## config.mk

```make
export PLATFORM = sky130hd
export DESIGN_NAME = wishbone_multi_device_decoder
export DESIGN_NICKNAME = d
export VERILOG_FILES = /design/src/rtl/wishbone_multi_device_decoder.sv
export SDC_FILE = /design/constraint.sdc
export NUM_CORES = 1
export LEC_CHECK = 0
export ABC_AREA = 1
export ABC_CLOCK_PERIOD_IN_PS = 3500
export BUFFER_PORTS_ARGS = -buffer_cell sky130_fd_sc_hd__buf_2
export CAP_MARGIN = 40
export CORE_AREA = 8 8 116 118
export DETAILED_ROUTE_END_ITERATION = 7
export DIE_AREA = 0 0 124 126
export PLACE_DENSITY = 0.6
export SYNTH_ARGS = -nofsm -noshare
export SYNTH_HDL_FRONTEND = slang
export SYNTH_SLANG_ARGS = --single-unit
```

## constraint.sdc

```tcl
create_clock -name wb_clk_i -period 3.5 [get_ports wb_clk_i]
set_input_delay 0.175 -clock wb_clk_i [delete_from_list [all_inputs] [get_ports wb_clk_i]]
set_output_delay 0.175 -clock wb_clk_i [all_outputs]
set_load 0.05 [all_outputs]
```

## src/rtl/wishbone_multi_device_decoder.sv

```systemverilog
//==============================================================================
// wishbone_multi_device_decoder: one Wishbone controller to four devices,
// with address decode, outstanding tracking and timeout abort.  Rev 1.0
//==============================================================================
`default_nettype none

module wishbone_multi_device_decoder #(
  parameter logic [3:0] DEVICE_MASK     = 4'b1111,
  parameter int         MAX_OUTSTANDING = 4,
  parameter int         TIMEOUT_CYCLES  = 255
) (
  input  logic        wb_clk_i,
  input  logic        wb_rst_i,
  input  logic        controller_wb_cyc_o,
  input  logic        controller_wb_stb_o,
  input  logic        controller_wb_we_o,
  input  logic [3:0]  controller_wb_sel_o,
  input  logic [31:0] controller_wb_data_o,
  input  logic [23:0] controller_wb_adr_o,
  output logic        controller_wb_ack_i,
  output logic        controller_wb_stall_i,
  output logic        controller_wb_error_i,
  output logic [31:0] controller_wb_data_i,
  output logic        device0_cyc_i,
  output logic        device0_stb_i,
  output logic        device1_cyc_i,
  output logic        device1_stb_i,
  output logic        device2_cyc_i,
  output logic        device2_stb_i,
  output logic        device3_cyc_i,
  output logic        device3_stb_i,
  output logic        device_we_i,
  output logic [3:0]  device_sel_i,
  output logic [31:0] device_data_i,
  output logic [23:0] device_adr_i,
  input  logic        device0_ack_o,
  input  logic        device0_stall_o,
  input  logic        device0_error_o,
  input  logic [31:0] device0_data_o,
  input  logic        device1_ack_o,
  input  logic        device1_stall_o,
  input  logic        device1_error_o,
  input  logic [31:0] device1_data_o,
  input  logic        device2_ack_o,
  input  logic        device2_stall_o,
  input  logic        device2_error_o,
  input  logic [31:0] device2_data_o,
  input  logic        device3_ack_o,
  input  logic        device3_stall_o,
  input  logic        device3_error_o,
  input  logic [31:0] device3_data_o,
  output logic [1:0]  probe_state,
  output logic [1:0]  probe_currentDevice
);

  localparam logic [3:0] c_max_out = 4'(MAX_OUTSTANDING);
  localparam logic [7:0] c_timeout = 8'(TIMEOUT_CYCLES);

  typedef enum logic [1:0] {
    S_IDLE    = 2'd0,
    S_BUSY    = 2'd1,
    S_TIMEOUT = 2'd2
  } state_t;

  state_t      r_state, w_state_next;
  logic [1:0]  r_current, w_current_next;
  logic [3:0]  r_outstanding, w_outstanding_next;
  logic [7:0]  r_timer, w_timer_next;
  logic        r_err, w_err_next;

  logic [3:0]  w_dev_ack, w_dev_stall, w_dev_err;
  logic [31:0] w_dev_data [4];
  logic [1:0]  w_target, w_active;
  logic        w_mapped, w_req, w_forward, w_block, w_unmapped;
  logic        w_rsp, w_accept, w_dec;
  logic [3:0]  w_cyc, w_stb;
  logic [3:0]  w_count;
  logic        w_ack, w_stall, w_dev_error;
  logic [31:0] w_data;

  assign w_dev_ack   = {device3_ack_o, device2_ack_o, device1_ack_o, device0_ack_o};
  assign w_dev_stall = {device3_stall_o, device2_stall_o, device1_stall_o, device0_stall_o};
  assign w_dev_err   = {device3_error_o, device2_error_o, device1_error_o, device0_error_o};
  assign w_dev_data[0] = device0_data_o;
  assign w_dev_data[1] = device1_data_o;
  assign w_dev_data[2] = device2_data_o;
  assign w_dev_data[3] = device3_data_o;

  assign w_target = controller_wb_adr_o[23:22];
  assign w_mapped = DEVICE_MASK[w_target];
  assign w_req    = controller_wb_cyc_o & controller_wb_stb_o;

  // Routing: pick the active device, decide stall blocking, mux responses.
  always_comb begin
    w_active    = r_current;
    w_forward   = 1'b0;
    w_block     = 1'b0;
    w_unmapped  = 1'b0;
    w_cyc       = 4'b0;
    w_stb       = 4'b0;
    w_stall     = 1'b0;
    w_ack       = 1'b0;
    w_dev_error = 1'b0;
    w_data      = 32'b0;
    case (r_state)
      S_IDLE: begin
        w_active   = w_target;
        w_forward  = controller_wb_cyc_o & w_mapped;
        w_unmapped = w_req & ~w_mapped;
      end
      S_BUSY: begin
        w_forward  = controller_wb_cyc_o;
        w_unmapped = w_req & ~w_mapped & (r_outstanding == 4'd0);
        if (w_req && w_mapped && (w_target != r_current) && (r_outstanding == 4'd0))
          w_active = w_target;
        // A response arriving this cycle frees a slot for the new strobe.
        w_block = controller_wb_stb_o &
                  (((r_outstanding == c_max_out) & ~(w_dev_ack[w_active] | w_dev_err[w_active])) |
                   ((r_outstanding != 4'd0) & ((w_target != r_current) | ~w_mapped)));
      end
      S_TIMEOUT: w_stall = 1'b1;
      default: ;
    endcase
    if (!wb_rst_i) begin
      w_forward  = 1'b0;
      w_unmapped = 1'b0;
      w_block    = 1'b0;
      w_stall    = 1'b0;
    end
    if (w_forward) begin
      w_cyc[w_active] = 1'b1;
      w_stb[w_active] = controller_wb_stb_o & ~w_block & ~w_unmapped;
      w_stall         = w_block | (~w_unmapped & w_dev_stall[w_active]);
      w_ack           = w_dev_ack[w_active];
      w_dev_error     = w_dev_err[w_active];
      w_data          = w_dev_data[w_active];
    end
  end

  assign w_rsp    = w_forward & (w_dev_ack[w_active] | w_dev_err[w_active]);
  assign w_accept = w_forward & controller_wb_stb_o & ~w_stall & ~w_unmapped;
  assign w_dec    = w_rsp & ((r_outstanding != 4'd0) | w_accept);
  assign w_count  = r_outstanding + 4'(w_accept) - 4'(w_dec);

  always_comb begin
    w_state_next       = r_state;
    w_current_next     = r_current;
    w_outstanding_next = r_outstanding;
    w_timer_next       = r_timer;
    w_err_next         = 1'b0;
    case (r_state)
      S_IDLE: begin
        if (w_unmapped) begin
          w_err_next = 1'b1;
        end else if (w_req && w_mapped) begin
          w_state_next       = S_BUSY;
          w_current_next     = w_target;
          w_outstanding_next = w_count;
          w_timer_next       = 8'd0;
        end
      end
      S_BUSY: begin
        if (!controller_wb_cyc_o) begin
          w_state_next       = S_IDLE;
          w_outstanding_next = 4'd0;
          w_timer_next       = 8'd0;
        end else begin
          w_current_next     = w_active;
          w_outstanding_next = w_count;
          w_err_next         = w_unmapped;
          if (w_accept || w_rsp || (r_outstanding == 4'd0)) begin
            w_timer_next = 8'd0;
          end else if (r_timer + 8'd1 == c_timeout) begin
            w_state_next       = S_TIMEOUT;
            w_outstanding_next = 4'd0;
            w_timer_next       = 8'd0;
            w_err_next         = 1'b1;
          end else begin
            w_timer_next = r_timer + 8'd1;
          end
        end
      end
      S_TIMEOUT: begin
        if (!controller_wb_cyc_o) w_state_next = S_IDLE;
      end
      default: w_state_next = S_IDLE;
    endcase
  end

  always_ff @(posedge wb_clk_i or negedge wb_rst_i) begin
    if (!wb_rst_i) begin
      r_state       <= S_IDLE;
      r_current     <= 2'd0;
      r_outstanding <= 4'd0;
      r_timer       <= 8'd0;
      r_err         <= 1'b0;
    end else begin
      r_state       <= w_state_next;
      r_current     <= w_current_next;
      r_outstanding <= w_outstanding_next;
      r_timer       <= w_timer_next;
      r_err         <= w_err_next;
    end
  end

  assign controller_wb_ack_i   = w_ack;
  assign controller_wb_stall_i = w_stall;
  assign controller_wb_error_i = r_err | w_dev_error;
  assign controller_wb_data_i  = w_data;

  assign {device3_cyc_i, device2_cyc_i, device1_cyc_i, device0_cyc_i} = w_cyc;
  assign {device3_stb_i, device2_stb_i, device1_stb_i, device0_stb_i} = w_stb;

  assign device_we_i   = controller_wb_we_o;
  assign device_sel_i  = controller_wb_sel_o;
  assign device_data_i = controller_wb_data_o;
  assign device_adr_i  = controller_wb_adr_o;

  assign probe_state         = r_state;
  assign probe_currentDevice = r_current;

endmodule

`default_nettype wire

```

==> qor.yml <==
syn-cell-area_sq_um: 2775
synth_flop_cell: "dfrtp_1"
place_ws_ns: 0.2851
layout_common_cells: "buf_2, a22oi_1, nand2_1"
yosysWarnings: 0
grt_first_pass_wirelength_um: 18120
antenna_cells: 0
r2r_end: "r_outstanding[2]$_DFFE_PN0P_"
postCtsSetupBuffers: 0
setup_violations: 0
htreeDepth: 1
ant_nets: 0
seq_power_share_pct: 10.2
ys_types: 37
drv_slew: 0
start_util_pct: 23.70
core-area_sq_um: 11710
async_flop_share_pct: 100.0
dp_hpwl_um: 10710
synth_seq_cells: 17
cts_max_path_buffers: 2
antenna_found_initial: 0
status: "finished, final reports clean"
drc: 0
cp-end-kind: "primary output"
drive_above_1_share_pct: 45.47
cts_buffers: 3
die-area_sq_um: 15620
first_iter_violations: 260
internal-power_w: 0.001167
crit_type: "reg -> out"
drt-total-wl_um: 12430
fin_crit_sh_pct: 92.24
max_cap_viol_count: 0
fmax_ghz: 0.3097
die_y_um: 126
track_usage_pct: 14.34
rsz0062_at_grt: "no"
cts_tree: "done"
p_leak_nw: 1.848
crit_required_ns: 3.32
dr.pass1.iters: 5
vias: 3328
layout_commonest_cell: "buf_2"
cts.sink_count: 17
dp.cells: 661
synth-edff-count: 0
critical_path.startpoint_type: "flip-flop"
viasPerCell: 4.997
seq_area_frac_synth_pct: 15.33
clock-skew-final_ns: 0.001539
crit_path_start: "r_outstanding[2]$_DFFE_PN0P_"
pwr-share-comb_pct: 82.5
gp_congestion: 0.9167
hold_class: "in -> reg"
cts-root-buf: "clkbuf_16"
wire_per_inst_um: 18.66
reg2reg_from: "r_outstanding[2]$_DFFE_PN0P_"
finalWorstSetupSlack_ns: 0.2715
grt_max_degree: 41
r2r_slack_ns: 0.27
clock_latency_ns: 0.25
num_rows: 40
nNetsFinal: 734
power.density_nw_per_um2: 903.8
cts-resized-gates: 0
syn_to_final_growth_pct: 26.56
crit_fanout: 32
crit_end: "controller_wb_data_i[11]"
rr_worst_depth: 23
finalHoldViolCount: 0
ios: 313
synth_fp_nets: 608
avgSynthCellArea_sq_um: 7.044
first_global_vias: 3358
post-route-min-period_ns: 3.229
worstMarginPinSlew_ns: 0.6066
ir_drop_mv: 0.5506
slew_headroom_pct: 59.50
pwr-share-clk_pct: 7.3
hold_buffers: 1
grt.overflow.total: 0
setup_tns_ns: 0
crit_arrival_ns: 3.05
fin_cells: 666
switching_power_w: 0.002007
port_buffers: 194
dieWidth_um: 124
clk_pin_slew_ns: 0.05
swShare_pct: 63.24
postSynthCellCount: 394
-- state kept, by name, indices dropped and copies added (netlist names) --
name	flops
probe_currentDevice	2
r_outstanding	4
probe_state	2
r_err	1
r_timer	8
-- through the flow --
step | hold slack (ns) | utilization, % | area (sq um) | total power [W]
after floorplan | -0.1206 | - | 2775 | 0.002510
after global placement | 0.1782 | 29.20 | 3420 | 0.002874
after detailed placement | 0.1740 | 29.20 | 3420 | 0.002937
after CTS | 0.2405 | 29.99 | 3512 | 0.003183
after global routing | 0.2588 | 29.99 | 3512 | 0.003437
final | 0.2501 | 29.99 | 3512 | 0.003174
-- power groups by stage --
stage                     Sequential, W  Combinational (W)  Clock [W]
after floorplan                0.000374            0.00214          0
after global placement         0.000323            0.00255          0
after detailed placement       0.000328            0.00261          0
after CTS                      0.000324            0.00262   0.000238
after global routing           0.000331            0.00286   0.000247
final                          0.000324            0.00262   0.000232
-- worst max-delay path, stage by stage (launching register included) --
cell and delay (ns):
dfrtp_1 0.40, inv_1 0.09, ha_1 0.27, nand3_4 0.14
nand2_4 0.10, nand3_4 0.13, nand2_4 0.15, nand2_1 0.15
inv_2 0.48, a22oi_1 0.19, a21oi_1 0.35, buf_2 0.34
-- cell usage after synthesis, types with 2 or more instances --
cell type	number	area (sq um)
a21oi_1	37	185.2
o21ai_0	4	20.02
nand3_1	18	90.09
nor2_1	21	78.83
ha_1	8	100.1
o22ai_1	6	37.54
buf_4	62	465.5
inv_1	32	120.1
nand3_4	3	52.55
inv_2	6	22.52
o211ai_1	2	15.01
clkbuf_1	4	15.01
xnor2_1	2	17.52
xor2_1	7	61.31
o21ai_1	4	20.02
nor3_2	3	30.03
dfrtp_1	17	425.4
nand4_1	2	12.51
nor3_1	6	30.03
nor2_4	3	33.78
nand2_1	46	172.7
nand3_2	2	20.02
buf_2	12	60.06
nand2_2	9	56.30
a22oi_1	65	488.0
nand2_4	2	22.52
-- worst min-delay path by stage --
stage	cells after the start	start	to
2_1_floorplan	0	wb_rst_i	probe_currentDevice[0]$_DFFE_PN0P_
3_3_place_gp	2	wb_rst_i	r_outstanding[0]$_DFFE_PN0P_
3_5_place_dp	2	wb_rst_i	r_outstanding[0]$_DFFE_PN0P_
4_1_cts	3	controller_wb_cyc_o	probe_state[1]$_DFFE_PN0P_
5_1_grt	3	controller_wb_cyc_o	probe_state[1]$_DFFE_PN0P_
6_report	3	controller_wb_cyc_o	probe_state[1]$_DFFE_PN0P_
-- layout make-up --
| type | count | area (sq um) |
|---|---|---|
| repair buffers | 199 | 1011 |
| clock buffers | 3 | 75.07 |
| clock inverters | 1 | 7.507 |
| flip-flops and latches | 17 | 425.4 |
| fillers | 1299 | 8199 |
| well taps | 147 | 183.9 |
| multi-input cells | 259 | 1658 |
| inverters | 40 | 151.4 |
-- cell families (layout without fill, tap and decap cells) --
| kind of cell | after synthesis | count (layout) | synth area share (%) |
|---|---|---|---|
| AND/OR/NAND/NOR | 120 | 120 | 23.63 |
| buffers and inverters | 118 | 243 | 24.93 |
| XOR/XNOR | 9 | 9 | 2.841 |
| adder cells (fa/ha/maj) | 9 | 9 | 4.328 |
| AO/OA/AOI/OAI | 121 | 121 | 28.95 |
| flip-flops | 17 | 17 | 15.33 |
-- per-layer routing --
metal  track usage, %  vias up  part of all wire [%]
met5                0        -                     0
met4            1.401        0                  0.56
met3            4.111        8                    12
met2            26.50      213                    50
met1            16.22     1543                    37
li1                 -     1564                     -
(Power assumes the default switching activity.)
